### config.mk
export PLATFORM = sky130hd
export DESIGN_NAME = rvfi_mem_responder
export DESIGN_NICKNAME = d
export VERILOG_FILES = /design/src/rtl/rvfi_mem_responder.sv
export SDC_FILE = /design/constraint.sdc
export NUM_CORES = 1
export LEC_CHECK = 0
export ABC_AREA = 1
export CAP_MARGIN = 25
export CORE_UTILIZATION = 25
export DETAILED_ROUTE_END_ITERATION = 6
export PLACE_DENSITY_LB_ADDON = 0.08
export SYNTH_ARGS = -nofsm -noshare
export SYNTH_HDL_FRONTEND = slang
export SYNTH_SLANG_ARGS = --single-unit
### constraint.sdc
create_clock -name clock -period 2.6 [get_ports clock]
set_input_delay 0.26 -clock clock [delete_from_list [all_inputs] [get_ports clock]]
set_output_delay 0.26 -clock clock [all_outputs]
set_load 0.1 [all_outputs]
### src/rtl/rvfi_mem_responder.sv
// Memory-side responder for the picorv32 native bus: bounded-latency handshake,
// byte-coherent shadow memory and sticky protocol checker. Define RVFI_MEM_FAIRNESS_EN to bound stalls.
module rvfi_mem_responder #(
    parameter int unsigned XLEN     = 32,
    parameter int unsigned DEPTH    = 16,
    parameter int unsigned MAX_WAIT = 3,
    parameter int unsigned ADDR_LSB = 2
) (
    input  logic                               clock,
    input  logic                               reset,
    input  logic                               mem_valid,
    input  logic                               mem_instr,
    input  logic [XLEN-1:0]                    mem_addr,
    input  logic [XLEN-1:0]                    mem_wdata,
    input  logic [XLEN/8-1:0]                  mem_wstrb,
    output logic                               mem_ready,
    output logic [XLEN-1:0]                    mem_rdata,
    input  logic                               stall_req,
    input  logic [XLEN-1:0]                    rand_rdata,
    output logic                               protocol_err,
    output logic [$clog2(MAX_WAIT+1)-1:0]      stall_cnt
);

    localparam int unsigned NBYTES = XLEN / 8;
    localparam int unsigned IDX_W  = $clog2(DEPTH);
    localparam int unsigned CNT_W  = $clog2(MAX_WAIT + 1);

    localparam logic [1:0] S_IDLE = 2'd0;
    localparam logic [1:0] S_WAIT = 2'd1;
    localparam logic [1:0] S_ACK  = 2'd2;

    logic [1:0]        state_q, state_d;
    logic [XLEN-1:0]   addr_q, addr_d;
    logic [XLEN-1:0]   wdata_q, wdata_d;
    logic [NBYTES-1:0] wstrb_q, wstrb_d;
    logic              instr_q, instr_d;
    logic [CNT_W-1:0]  cnt_q, cnt_d;
    logic              ready_q, ready_d;
    logic [XLEN-1:0]   rdata_q, rdata_d;
    logic              err_q, err_d;

    logic [XLEN-1:0]   mem_q [DEPTH];
    logic [NBYTES-1:0] vld_q [DEPTH];

    logic [IDX_W-1:0]  idx;
    logic              bus_changed;
    logic              wait_exit;

    assign idx         = addr_q[ADDR_LSB +: IDX_W];
    assign bus_changed = (addr_q != mem_addr) || (wdata_q != mem_wdata) ||
                         (wstrb_q != mem_wstrb) || (instr_q != mem_instr);

`ifdef RVFI_MEM_FAIRNESS_EN
    assign wait_exit = !stall_req || (cnt_q == CNT_W'(MAX_WAIT));
`else
    assign wait_exit = !stall_req;
`endif

    // Handshake FSM, request capture and registered response
    always_comb begin
        state_d = state_q;
        addr_d  = addr_q;
        wdata_d = wdata_q;
        wstrb_d = wstrb_q;
        instr_d = instr_q;
        cnt_d   = cnt_q;
        err_d   = err_q;
        ready_d = 1'b0;
        rdata_d = '0;
        case (state_q)
            S_IDLE: begin
                if (mem_valid) begin
                    addr_d  = mem_addr;
                    wdata_d = mem_wdata;
                    wstrb_d = mem_wstrb;
                    instr_d = mem_instr;
                    cnt_d   = '0;
                    state_d = S_WAIT;
                    if (mem_instr && (|mem_wstrb)) begin
                        err_d = 1'b1;
                    end
                end
            end
            S_WAIT: begin
                if (!mem_valid) begin
                    state_d = S_IDLE;
                    err_d   = 1'b1;
                    cnt_d   = '0;
                end else begin
                    if (bus_changed) begin
                        err_d = 1'b1;
                    end
                    if (wait_exit) begin
                        state_d = S_ACK;
                        ready_d = 1'b1;
                        if (|wstrb_q) begin
                            rdata_d = rand_rdata;
                        end else begin
                            // Unwritten bytes fall back to harness-random data
                            for (int b = 0; b < int'(NBYTES); b++) begin
                                rdata_d[8*b +: 8] = vld_q[idx][b] ? mem_q[idx][8*b +: 8]
                                                                  : rand_rdata[8*b +: 8];
                            end
                        end
                    end else if (cnt_q != {CNT_W{1'b1}}) begin
                        cnt_d = cnt_q + CNT_W'(1);
                    end
                end
            end
            S_ACK: begin
                state_d = S_IDLE;
                cnt_d   = '0;
            end
            default: begin
                state_d = S_IDLE;
            end
        endcase
    end

    always_ff @(posedge clock) begin
        if (reset) begin
            state_q <= S_IDLE;
            addr_q  <= '0;
            wdata_q <= '0;
            wstrb_q <= '0;
            instr_q <= 1'b0;
            cnt_q   <= '0;
            ready_q <= 1'b0;
            rdata_q <= '0;
            err_q   <= 1'b0;
        end else begin
            state_q <= state_d;
            addr_q  <= addr_d;
            wdata_q <= wdata_d;
            wstrb_q <= wstrb_d;
            instr_q <= instr_d;
            cnt_q   <= cnt_d;
            ready_q <= ready_d;
            rdata_q <= rdata_d;
            err_q   <= err_d;
        end
    end

    // Writes commit on the edge that leaves ACK, so reset in ACK abandons them
    always_ff @(posedge clock) begin
        if (reset) begin
            for (int i = 0; i < int'(DEPTH); i++) begin
                vld_q[i] <= '0;
            end
        end else if (state_q == S_ACK) begin
            vld_q[idx] <= vld_q[idx] | wstrb_q;
        end
    end

    always_ff @(posedge clock) begin
        if (!reset && (state_q == S_ACK)) begin
            for (int b = 0; b < int'(NBYTES); b++) begin
                if (wstrb_q[b]) begin
                    mem_q[idx][8*b +: 8] <= wdata_q[8*b +: 8];
                end
            end
        end
    end

`ifdef RVFI_MEM_FAIRNESS_EN
    // Accepted requests must not wait more than MAX_WAIT+1 cycles for ready
    logic [CNT_W+1:0] run_q;

    always_ff @(posedge clock) begin
        if (reset) begin
            run_q <= '0;
        end else if ((state_q == S_WAIT) && mem_valid && !mem_ready) begin
            run_q <= run_q + (CNT_W+2)'(1);
        end else begin
            run_q <= '0;
        end
    end

    fairness_a: assert property (@(posedge clock) disable iff (reset)
                                 run_q <= (CNT_W+2)'(MAX_WAIT + 1));
`endif

    assign mem_ready    = ready_q;
    assign mem_rdata    = rdata_q;
    assign protocol_err = err_q;
    assign stall_cnt    = cnt_q;

endmodule

# Yosys cells after proc, flatten, opt, wreduce, memory -nomap -nowiden
# Memories as Yosys holds them, arrays and structs flattened. A register that Yosys moved wholly into a read port is not among the register bits.
# Cells that the tools add are included.
word_totals:
  reg_bits: 107
  ramBits: 576
  inputBits: 105
  n_memories: 2
classes:
  n_addsub: 1
  n_eq_ne: 13
  n_mux: 44
  n_bitwise: 3
  reduce_logical: 18
mem_list:
  columns: ["memory", "words", "word_bits", "read_ports", "rd_ports_with_merged_regs", "wr", "line_no", "text"]
  rows:
  - ["mem_q", 16, 32, 1, 1, 1, "42", "logic [XLEN-1:0] mem_q [DEPTH];"]
  - ["vld_q", 16, 4, 1, 1, 16, "43", "logic [NBYTES-1:0] vld_q [DEPTH];"]
ops:
  columns: ["cell", "count"]
  rows:
  - ["32-bit inequality test", 2]
  - ["32-bit two-way mux", 1]
  - ["8-bit two-way mux", 4]
  - ["4-bit two-way mux", 6]
  - ["1-bit two-way mux", 23]
  - ["4-bit OR reduction", 4]
  - ["2-bit two-way mux", 7]
  - ["3-bit inequality test, second input constant", 4]
  - ["4-bit AND reduction", 2]
  - ["2-bit inequality test, second input constant", 3]
  - ["2-bit case mux with 3 select lines", 1]
  - ["4-bit inequality test", 1]
  - ["4-bit OR", 1]
  - ["2-bit case mux with 2 select lines", 1]
  - ["2-bit AND reduction", 2]
  - ["1-bit logical OR", 3]
  - ["3-bit nonzero test", 1]
  - ["3-bit OR reduction", 1]
  - ["2-bit by 1-bit adder with 2-bit output, second input constant", 1]
  - ["2-bit by 1-bit == test with 1-bit output, second input constant", 1]
  - ["2-bit == test, second input constant", 1]
  - ["1-bit logical AND", 2]
  - ["2-bit logical NOT", 1]
  - ["1-bit NOT", 2]
  - ["4 further kinds", 4]

# Depth between registers and ports, before layout
logic_depth:
  ltp_word: 7
  ltp_mapped: 14
  mapped_depth_nobuf: 11

# Worst setup path before layout
# No wires, ideal clock.
synth_path:
  path_kind: "input to register"
  from: "input port reset"
  to: "memory mem_q[0][0] (enable)"
  setup_ps: 370
  t_arrival_ps: 1743
  required_time_ps: 2230
  path_slack_ps: 487
  cell_stages: 8
  path_cell_list: "clkbuf_1 > nor3_4 > inv_1 > nor3_1 > inv_1 > nor2_1 > inv_1 > nor2_1"
synth_via:
  elab_chain_len: 4
synth_lines:
  columns: ["element", "line_no", "text"]
  rows:
  - ["start: declaration", "10", "input logic reset,"]
  - ["1-bit logical NOT", "156", "if (!reset && (state_q == S_ACK)) begin"]
  - ["1-bit logical AND", "156", null]
  - ["1-bit two-way mux", "156", null]
  - ["1-bit two-way mux (implied by the code)", "159", "mem_q[idx][8*b +: 8] <= wdata_q[8*b +: 8];"]
  - ["end: declaration", "42", null]
# Every way passes these cells.

==> summary.md <==
| Metric | Value |
|---|---|
| Most common cell after layout, fill and taps aside | edfxtp_1 |
| Seq. cell area | 19,500 um2 |
| Hold path depth | 3 |
| H-tree depth | 3 |
| DP Cell Count | 4,621 |
| # resized after CTS | 0 |
| Fin Setup TNS | 0 ps |
| Final setup fails | 0 |
| Die X | 347 um |
| Sequential fraction of the synthesis area | between 60 and 70% |
| Synthesized area per cell | 10.1 um2 |
| Hold slack | approximately 210 ps |
| Layout area overhead | 22.7% |
| Outcome | finished, final reports clean |
| Global-route wire length before repair | 139 mm |
| Post-CTS Hold Fix Bufs | 0 |
| CP arrival | 2890 ps |
| Setup Crit Path Kind | flop to flop |
| Synth Register Bits | 687 |
| TritonCTS Buffers | 85 |
| RePlAce Congestion | 0.798 |
| Worst setup path end | mem_rdata[21]$_SDFF_PP0_ |
| Gr usage total | ~16% |
| Fin Clk Skew | 28.4 ps |
| Fill count | 12.1k |
| Leak pwr | between 10 and 15 nW |
| Mapped Area | a little under 30,000 um2 |
| Fraction of layout cells with a size suffix above 1 | 11.4% |
| Peak VDD IR | 419 uV |
| Largest net degree at the start of global routing | 81 |
| Core ar. | ~120,000 um2 |
| Layout Cells excl Fill | 4,778 |
| Total number of vias | 20.8k |
| Req. time, crit path | 3180 ps |
| Max-cap violations | 0 |
| DIE HEIGHT | 347 um |
| NumNets Final | 3,278 |
| CTS tree | yes |
| 1st-iter DRT viols | 1,337 |
| Multi-input gate area | approximately 7600 um2 |
| Warnings, synthesis | 0 |
| Clk sink count | slightly below 700 |
| Antenna Cells | 0 |
| Setup Buffers After CTS | 0 |
| Netlist cell types | 30 |
| FMAX | 434 MHz |
| Vias in the first global route | roughly 21k |
| DP Area | about 34,000 um2 |
| Worst Hold Class | primary input to flop |
| Overflow after GRT | 0 |
| Site Rows | 126 |
| Avg Vias per Cell | 4.36 |
| Worst reg2reg path endpoint | mem_rdata[21]$_SDFF_PP0_ |
| Most frequent cells in the layout | 576 x edfxtp_1, 524 x nand2_1, 460 x inv_1 |
| DRC violations left | 0 |
| Top cells by area, synth | edfxtp_1 58%, dfxtp_1 7.5%, nand2_1 6.6% |
| Max Root-Sink Buffers | 3 |
| Slew @ Worst Pin | 668 ps |
| Endpoints failing hold | 0 |
| Reg2reg path depth | 10 |
| Clk_lat worst skew | around 660 ps |
| Crit path time final | about 2300 ps |
| Wire length per cell | between 15 and 20 um |
| First-pass detailed-route iteration total | 5 |
| Die area | 120,000 um2 |
| Top cell type's share of synthesized area | between 50% and 60% |
| Final Slew Violations | 0 |
| Flop-to-flop setup slack | 300 ps |
| Fin area | 36,400 um2 |
| Syn Inst Count | 2,932 |
| Final core occ | 30.9% |
| Num ports | 141 |
| Crit path launch type | flop |
| Clk root buf | clkbuf_16 |
| Pwr Density | 736 nW/um2 |
| Unrepaired setup endpoints after global routing | no |
| Post-synth top area cell | edfxtp_1 |
| Worst-path clk slew | about 60 ps |
| Initial antenna violation count | 3 |
| Synthesized Nets | 3,038 |
| Fin crit share | approximately nine tenths |
| Critical path fanouts, max | 57 |
| Nature of the critical path endpoint | flop |
| Port bufs | 140 |
| Initial Util | 25.2% |
| Antenna Violating Nets Remaining | 0 |
| Final wirelength | ~94 mm |
| Hpwl dp | approximately 63 mm |
| Slew headroom | 55.4% |
synthesized netlist by cell type:
cell type,number
nand2_1,525
inv_2,5
nor3_1,2
clkbuf_1,74
clkinv_1,6
buf_4,8
nand2_2,2
nor2_1,208
buf_1,24
nor3_4,1
o211ai_2,5
dfxtp_1,111
buf_6,18
nand3_2,12
xor2_1,1
a211oi_1,1
nand3b_1,1
a21oi_1,288
inv_1,461
xnor2_1,26
edfxtp_1,576
ha_1,1
o21ai_0,284
nand3_1,116
nand2_4,2
o21ai_1,58
o211ai_1,75
nor4_2,1
buf_2,39
a41oi_1,1
flip-flops by register name, summed over array words and instances, names as in the netlist, named ones only:
| register | cells |
|---|---|
| wstrb_q | 4 |
| stall_cnt | 2 |
| wdata_q | 32 |
| instr_q | 1 |
| mem_q | 512 |
| state_q | 2 |
| mem_ready | 1 |
| vld_q | 64 |
| addr_q | 32 |
| protocol_err | 1 |
| mem_rdata | 32 |
layer usage:
metal	part of all wire, %	global-route usage [%]
met2	46	24.9
met4	2.0	4.19
met5	0	0
met1	48	21.6
met3	4.7	2.89
where the power goes:
part	internal [W]	switching [W]
combinational	0.000917	0.00210
clock	0.00670	0.00486
sequential	0.0121	0.000108
worst max-delay path: stages, from the launching register on:
cell and delay (ps):
dfxtp_4 480, buf_12 220, buf_12 260, o21ai_0 140, a21oi_1 380, o21ai_1 240
nand2_1 120, nand2_1 110, nand3_1 100, nand2_1 70, nor2_1 80
cell families (layout without fill, tap and decap cells):
kind of cell,count (synthesis),in the layout,share of synthesized area [%]
AND/OR/NAND/NOR,870,870,11.9
AO/OA/AOI/OAI,712,712,12.8
flip-flops,687,687,65.7
buffers and inverters,635,945,8.75
XOR/XNOR,27,27,0.796
adder cells (fa/ha/maj),1,1,0.0421
through the flow:
stage          setup WS (ps)  power (W)
3_3_place_gp           -11.2     0.0156
5_1_grt                  176     0.0280
2_1_floorplan            487     0.0142
4_1_cts                  342     0.0273
6_report                 295     0.0268
3_5_place_dp          -0.596     0.0156
layout make-up:
class	count	share of cell area, %
Multi-Input combinational cell	1610	20.9
Inverter	472	4.87
Clock buffer	107	6.20
Clock inverter	50	1.22
Timing Repair Buffer	316	7.98
Sequential cell	687	53.6
Tap cell	1536	5.27
how the worst min path moves through the flow:
stage                        startpoint                  endpoint  slack, ps
3_3_place_gp   wdata_q[24]$_SDFFE_PP0P_  wdata_q[24]$_SDFFE_PP0P_        450
6_report                 rand_rdata[20]  mem_rdata[20]$_SDFF_PP0_        210
5_1_grt                  rand_rdata[20]  mem_rdata[20]$_SDFF_PP0_        180
4_1_cts                  rand_rdata[20]  mem_rdata[20]$_SDFF_PP0_        160
3_5_place_dp   wdata_q[25]$_SDFFE_PP0P_  wdata_q[25]$_SDFFE_PP0P_        460
2_1_floorplan             rand_rdata[0]   mem_rdata[0]$_SDFF_PP0_        390
(Power assumes the default switching activity.)
